**config.mk**
```make
export PLATFORM = sky130hd
export DESIGN_NAME = dmem_port_arbiter
export DESIGN_NICKNAME = d
export VERILOG_FILES = /design/src/rtl/cpu_garage_pkg.sv /design/src/rtl/dmem_prefetch_fifo.sv /design/src/rtl/dmem_port_arbiter.sv
export SDC_FILE = /design/constraint.sdc
export NUM_CORES = 1
export LEC_CHECK = 0
export ABC_AREA = 1
export BUFFER_PORTS_ARGS = -buffer_cell sky130_fd_sc_hd__buf_2
export CAP_MARGIN = 30
export CORE_UTILIZATION = 30
export DETAILED_ROUTE_END_ITERATION = 16
export GPL_ROUTABILITY_DRIVEN = 0
export HOLD_SLACK_MARGIN = 0.12
export SLEW_MARGIN = 20
export SYNTH_ARGS = -nofsm -noshare
export SYNTH_HDL_FRONTEND = slang
export SYNTH_SLANG_ARGS = --single-unit
```
**constraint.sdc**
```tcl
create_clock -name clk -period 5.35 [get_ports clk]
set_input_delay 1.07 -clock clk [delete_from_list [all_inputs] [get_ports clk]]
set_output_delay 1.07 -clock clk [all_outputs]
set_load 0.02 [all_outputs]
```
**src/rtl/cpu_garage_pkg.sv**
```systemverilog
// Shared types for the data-memory port-B arbiter: read-return tags, grant codes and
// the default framebuffer placement.
package cpu_garage_pkg;

    localparam int unsigned DEFAULT_SCREEN_BASE  = 32'h4000;
    localparam int unsigned DEFAULT_SCREEN_WORDS = 8192;

    typedef enum logic [1:0] {
        TAG_NONE,
        TAG_VGA,
        TAG_DBG
    } t_rd_tag;

    typedef enum logic [1:0] {
        GNT_NONE,
        GNT_CPU,
        GNT_VGA,
        GNT_DBG
    } t_grant;

endpackage

```
**src/rtl/dmem_prefetch_fifo.sv**
```systemverilog
// Small synchronous FIFO feeding VGA scanout: flush input, registered head word,
// occupancy count and a same-cycle underrun flag for pops on an empty FIFO.
module dmem_prefetch_fifo #(
    parameter int unsigned DATA_W = 16,
    parameter int unsigned DEPTH  = 4,
    localparam int unsigned PTR_W = $clog2(DEPTH),
    localparam int unsigned CNT_W = $clog2(DEPTH + 1)
) (
    input  logic              clk,
    input  logic              rst,
    input  logic              flush,
    input  logic              push,
    input  logic [DATA_W-1:0] pushData,
    input  logic              pop,
    output logic [DATA_W-1:0] headData,
    output logic              empty,
    output logic [CNT_W-1:0]  count,
    output logic              underrun
);

    logic [DATA_W-1:0] mem [DEPTH];
    logic [PTR_W-1:0]  rdPtr, wrPtr, rdPtrNext;
    logic [CNT_W-1:0]  countNext;
    logic [DATA_W-1:0] headNext;
    logic              doPop, doPush;

    assign empty    = (count == '0);
    assign underrun = pop && empty;
    assign doPop    = pop && !empty;
    assign doPush   = push && ((count != CNT_W'(DEPTH)) || doPop);

    always_comb begin
        countNext = count;
        if (doPush && !doPop) begin
            countNext = count + 1'b1;
        end else if (!doPush && doPop) begin
            countNext = count - 1'b1;
        end
        rdPtrNext = doPop ? rdPtr + 1'b1 : rdPtr;
        // Head comes from the incoming word when nothing older survives this cycle.
        if (countNext == '0) begin
            headNext = '0;
        end else if (count == CNT_W'(doPop)) begin
            headNext = pushData;
        end else begin
            headNext = mem[rdPtrNext];
        end
    end

    always_ff @(posedge clk) begin
        if (doPush) begin
            mem[wrPtr] <= pushData;
        end
    end

    always_ff @(posedge clk) begin
        if (rst || flush) begin
            rdPtr    <= '0;
            wrPtr    <= '0;
            count    <= '0;
            headData <= '0;
        end else begin
            if (doPush) begin
                wrPtr <= wrPtr + 1'b1;
            end
            rdPtr    <= rdPtrNext;
            count    <= countNext;
            headData <= headNext;
        end
    end

endmodule

```
**src/rtl/dmem_port_arbiter.sv**
```systemverilog
// Port-B arbiter: CPU stores always win; spare cycles go round-robin to VGA prefetch and,
// when DMEM_ARB_DEBUG_EN is defined, to the host debug port.
module dmem_port_arbiter
    import cpu_garage_pkg::*;
#(
    parameter int unsigned        ADDR_W       = 15,
    parameter int unsigned        DATA_W       = 16,
    parameter int unsigned        FIFO_DEPTH   = 4,
    parameter logic [ADDR_W-1:0]  SCREEN_BASE  = ADDR_W'(DEFAULT_SCREEN_BASE),
    parameter int unsigned        SCREEN_WORDS = DEFAULT_SCREEN_WORDS
) (
    input  logic              clk,
    input  logic              rst,
    input  logic              cpu_wr_en,
    input  logic [ADDR_W-1:0] cpu_wr_addr,
    input  logic [DATA_W-1:0] cpu_wr_data,
    input  logic              vga_frame_start,
    input  logic              vga_pop,
    output logic [DATA_W-1:0] vga_data,
    output logic              vga_empty,
    output logic              vga_underrun,
    input  logic              dbg_req_valid,
    output logic              dbg_req_ready,
    input  logic              dbg_req_we,
    input  logic [ADDR_W-1:0] dbg_req_addr,
    input  logic [DATA_W-1:0] dbg_req_wdata,
    output logic              dbg_rsp_valid,
    output logic [DATA_W-1:0] dbg_rsp_data,
    output logic [ADDR_W-1:0] ram_addr,
    output logic              ram_we,
    output logic [DATA_W-1:0] ram_wdata,
    input  logic [DATA_W-1:0] ram_rdata
);

    localparam int unsigned       CNT_W     = $clog2(FIFO_DEPTH + 1);
    localparam logic [ADDR_W-1:0] LAST_ADDR = ADDR_W'(32'(SCREEN_BASE) + SCREEN_WORDS - 1);

    logic [ADDR_W-1:0] fetchPtr;
    logic              prefetchActive;
    t_rd_tag           rdTag, rdTagNext;
    t_grant            grant;
    logic [CNT_W-1:0]  fifoCount;
    logic              vgaInflight, vgaElig, dbgElig;

    assign vgaInflight = (rdTag == TAG_VGA);
    // The tagged read plus any read granted now must still fit in the FIFO.
    assign vgaElig = prefetchActive && !vga_frame_start &&
                     (({1'b0, fifoCount} + (CNT_W + 1)'(vgaInflight)) < (CNT_W + 1)'(FIFO_DEPTH));

`ifdef DMEM_ARB_DEBUG_EN
    logic lastGntDbg;

    assign dbgElig = dbg_req_valid;

    always_ff @(posedge clk) begin
        if (rst) begin
            lastGntDbg    <= 1'b0;
            dbg_rsp_valid <= 1'b0;
            dbg_rsp_data  <= '0;
        end else begin
            if (grant == GNT_VGA) begin
                lastGntDbg <= 1'b0;
            end else if (grant == GNT_DBG) begin
                lastGntDbg <= 1'b1;
            end
            dbg_rsp_valid <= (rdTag == TAG_DBG);
            if (rdTag == TAG_DBG) begin
                dbg_rsp_data <= ram_rdata;
            end
        end
    end
`else
    logic unusedDbg;

    assign dbgElig       = 1'b0;
    assign unusedDbg     = ^{dbg_req_valid, dbg_req_we, dbg_req_addr, dbg_req_wdata};
    assign dbg_rsp_valid = 1'b0;
    assign dbg_rsp_data  = '0;
`endif

    always_comb begin
        grant = GNT_NONE;
        if (cpu_wr_en) begin
            grant = GNT_CPU;
`ifdef DMEM_ARB_DEBUG_EN
        end else if (vgaElig && dbgElig) begin
            grant = lastGntDbg ? GNT_VGA : GNT_DBG;
`endif
        end else if (vgaElig) begin
            grant = GNT_VGA;
        end else if (dbgElig) begin
            grant = GNT_DBG;
        end
    end

    always_comb begin
        ram_we        = 1'b0;
        ram_addr      = '0;
        ram_wdata     = '0;
        dbg_req_ready = 1'b0;
        rdTagNext     = TAG_NONE;
        unique case (grant)
            GNT_CPU: begin
                ram_we    = 1'b1;
                ram_addr  = cpu_wr_addr;
                ram_wdata = cpu_wr_data;
            end
            GNT_VGA: begin
                ram_addr  = fetchPtr;
                rdTagNext = TAG_VGA;
            end
`ifdef DMEM_ARB_DEBUG_EN
            GNT_DBG: begin
                dbg_req_ready = 1'b1;
                ram_addr      = dbg_req_addr;
                ram_we        = dbg_req_we;
                ram_wdata     = dbg_req_we ? dbg_req_wdata : '0;
                rdTagNext     = dbg_req_we ? TAG_NONE : TAG_DBG;
            end
`endif
            default: ;
        endcase
    end

    always_ff @(posedge clk) begin
        if (rst) begin
            fetchPtr       <= SCREEN_BASE;
            prefetchActive <= 1'b0;
            rdTag          <= TAG_NONE;
        end else begin
            if (vga_frame_start) begin
                fetchPtr       <= SCREEN_BASE;
                prefetchActive <= 1'b1;
            end else if (grant == GNT_VGA) begin
                fetchPtr <= fetchPtr + 1'b1;
                if (fetchPtr == LAST_ADDR) begin
                    prefetchActive <= 1'b0;
                end
            end
            rdTag <= rdTagNext;
        end
    end

    // Flush wins over a same-cycle push, so a read issued before a frame restart is dropped.
    dmem_prefetch_fifo #(
        .DATA_W (DATA_W),
        .DEPTH  (FIFO_DEPTH)
    ) uFifo (
        .clk      (clk),
        .rst      (rst),
        .flush    (vga_frame_start),
        .push     (vgaInflight),
        .pushData (ram_rdata),
        .pop      (vga_pop),
        .headData (vga_data),
        .empty    (vga_empty),
        .count    (fifoCount),
        .underrun (vga_underrun)
    );

endmodule

```
==> results.md <==
- Status: finished clean
- WL/cell: 11.4 um
- Flops & latches, synth: 104
- # setup viols final: 0
- # IOs: 153
- Layout Nets: 835
- 1st-iter DRT viols: 268
- Post-CTS resize count: 0
- Met1 GRT Util: 0.155
- DRT Wirelength: 11100 um
- Antenna viol nets, final: 0
- Crit start category: input port
- Die width: 134 um
- Max IR drop VDD: 0.151 mV
- Worst Path Buf+Inv: 4
- Ratio of cells with drive above 1 in the final layout: 0.187
- Pwr dens: 265 mW/mm2
- Die height: 134 um
- Skew final: 0.00730 ns
- Placed Cells: 956
- Period utilization: 0.710
- GRT met2 Usage: 0.216
- Post-synth ARST share: 0
- Filler cell count: 1750
- Pre-antenna DRT Iters: 5
- Combinational Power Share: 0.094
- Setup total negative slack: 0 ns
- CTS tree: done
- CP Class: input port to output port
- Crit path cell chain: buf_2 -> nor3_1 -> nand2_1 -> buf_4 -> inv_1 -> nand2_1 -> nand2_1 -> buf_2
- Via count: 4096
- ANT cells: 0
- CTS Hold Bufs: 0
- Clock share of power: 0.381
- Drt via density: 4.21
- Slowest cell delay on critical path: 0.30 ns
- # rows: 48
- FF+latch area: 0.00272 mm2
- Critical path endpoint category: output port
- Synth Cell Area: 0.00527 mm2
- Slowest stage cell, crit path: nor3_1
- Ys flop type: edfxtp_1
- Int Power: 1.23 mW
- Clk buf depth: 2
- Worst hold slack: 0.503 ns
- Skew-Pair Late Insertion Delay: 0.35 ns
- Max-capacitance violation count: 0
- Syn_area_per_cell: 8.14 um2
- Placed wire-length estimate: 7090 um
- Pins Over Slew Limit: 0
- Critical Path RT: 4.28 ns
- Net Switching: 0.401 mW
- Vias in the first global route: 3575
- Core ar.: 0.0172 mm2
- Crit Path Max Fanout: 33
- Setup Buffers After CTS: 0
- Yosys warns: 0
- Area grow syn2layout: 17.2%
- Largest cells by area after synthesis: edfxtp_1 36%, dfxtp_1 15%, nand2_1 12%
- Post-layout instance area: 0.00617 mm2
- HP Class: flop to flop
- Sw frac: 0.245
- Worst-margin pin slew: 0.515 ns
- Total power: 1.63 mW
- Placed Area: 0.00589 mm2
- Pin count of the biggest net entering global routing: 35
- Worst Path Arrival: 2.73 ns
- CTS Buf Count: 9
- Fin cells: 972
- Cells after synthesis: 647
- H-Tree Depth: 3
- Global-route wire length before repair: 17700 um
- CP dominant cell by count: nand2_1
- Starting Density: 0.306
- Final Hold Viols: 0
- Cell variety after synth: 29
- Seq/Total Area, Yosys: 0.517
- Residual DRC: 0
- Clock transition at the registers of the reported paths: 0.07 ns
- RSZ-0062 raised after global routing: no
- GRT Overall Usage: 0.125
- Share of the synthesized area in the top cell type: 0.365
- Final min period: 3.80 ns
- CTS root buf: clkbuf_16
- Area of the multi-input gates: 0.00180 mm2
- Overflow left after global routing: 0
- Most Crowded Layer GR: met2
- Register share of total power: 0.525
- Leakage: 3.10 nW
- Cell family with most CP delay: buffers and inverters
- Area leader, netlist: edfxtp_1
- Initial antenna violation count: 1
- # port buffers: 101
- Die area: 0.0181 mm2
- Top achievable clock speed: 0.263 GHz
- Grt met3 use: 0.0255
- Max-slew headroom: 0.654
- Number of synthesized flops with an enable pin: 64
- Clock tree sinks: 104
power by group through the flow:
stage	registers [mW]	clock network (mW)	logic [mW]
floorplan	0.880	0	0.107
global placement	0.876	0	0.154
detailed placement	0.876	0	0.155
CTS	0.858	0.637	0.155
global route	0.858	0.660	0.172
finish	0.858	0.623	0.154
layout make-up:
type / count / area share
flip-flops and latches: 104 / 0.441
multi-input cells: 380 / 0.292
repair buffers: 107 / 0.0892
inverters: 140 / 0.0864
well taps: 225 / 0.0456
clock buffers: 10 / 0.0387
clock inverters: 6 / 0.00710
routing by layer:
metal	vias up	part of all wire
li1	2172	-
met1	1797	0.44
met2	115	0.49
met3	10	0.056
met4	2	0.012
met5	-	0.00090
Yosys cell counts (4+ instances only):
library cell / count
dfxtp_1: 40
nor3_1: 7
nand2_1: 175
nor2_1: 30
buf_4: 21
inv_1: 137
clkbuf_1: 9
nand2_4: 5
buf_2: 5
nand4_1: 9
ha_1: 8
edfxtp_1: 64
buf_6: 5
nand3_1: 77
o21ai_0: 20
nand2_2: 4
a21oi_1: 12
worst paths after layout:
| path | startpoint | end | slack (ns) | cells after the start |
|---|---|---|---|---|
| max | cpu_wr_en | ram_addr[10] | 1.55 | 8 |
| min | prefetchActive$_SDFFE_PP0P_ | prefetchActive$_SDFFE_PP0P_ | 0.50 | 2 |
| max reg2reg | uFifo.count[0]$_SDFF_PP0_ | uFifo.headData[15]$_SDFF_PP0_ | 2.98 | 12 |
| min reg2reg | prefetchActive$_SDFFE_PP0P_ | prefetchActive$_SDFFE_PP0P_ | 0.50 | 2 |
cells in the final DEF, fill, tap and decap left out, types with 4 or more instances in the layout:
cell       count
a21oi_1       12
buf_2        101
buf_4          6
clkbuf_16      9
clkinv_4       4
conb_1        18
dfxtp_1       40
edfxtp_1      64
ha_1           8
inv_1        137
nand2_1      175
nand2_2        4
nand2_4        5
nand3_1       77
nand4_1        9
nor2_1        30
nor3_1         7
o21ai_0       20
tightest hold or removal path, stage by stage, from the launching register on:
cell      delay [ns]
dfxtp_1         0.32
o211ai_1        0.08
a21oi_1         0.06
cells by family after synthesis:
group	count (synthesis)	synth area share
compound gates	40	0.0411
fa+ha+maj	8	0.0190
other cells	1	0.000712
simple gates	314	0.269
flops	104	0.517
buf+inv	180	0.153
registers in the layout, indices dropped and copies added (netlist names):
signal	count
uFifo.rdPtr	2
prefetchActive	1
fetchPtr	15
uFifo.wrPtr	2
rdTag	1
uFifo.count	3
uFifo.mem	64
uFifo.headData	16
through the flow:
stage	worst slack, ns	utilization
final	1.55	0.358
after global routing	1.28	0.358
after CTS	1.51	0.358
after detailed placement	1.52	0.342
after global placement	1.54	0.342
after floorplan	2.08	-
No activity file was read; power rests on OpenSTA's default activity.
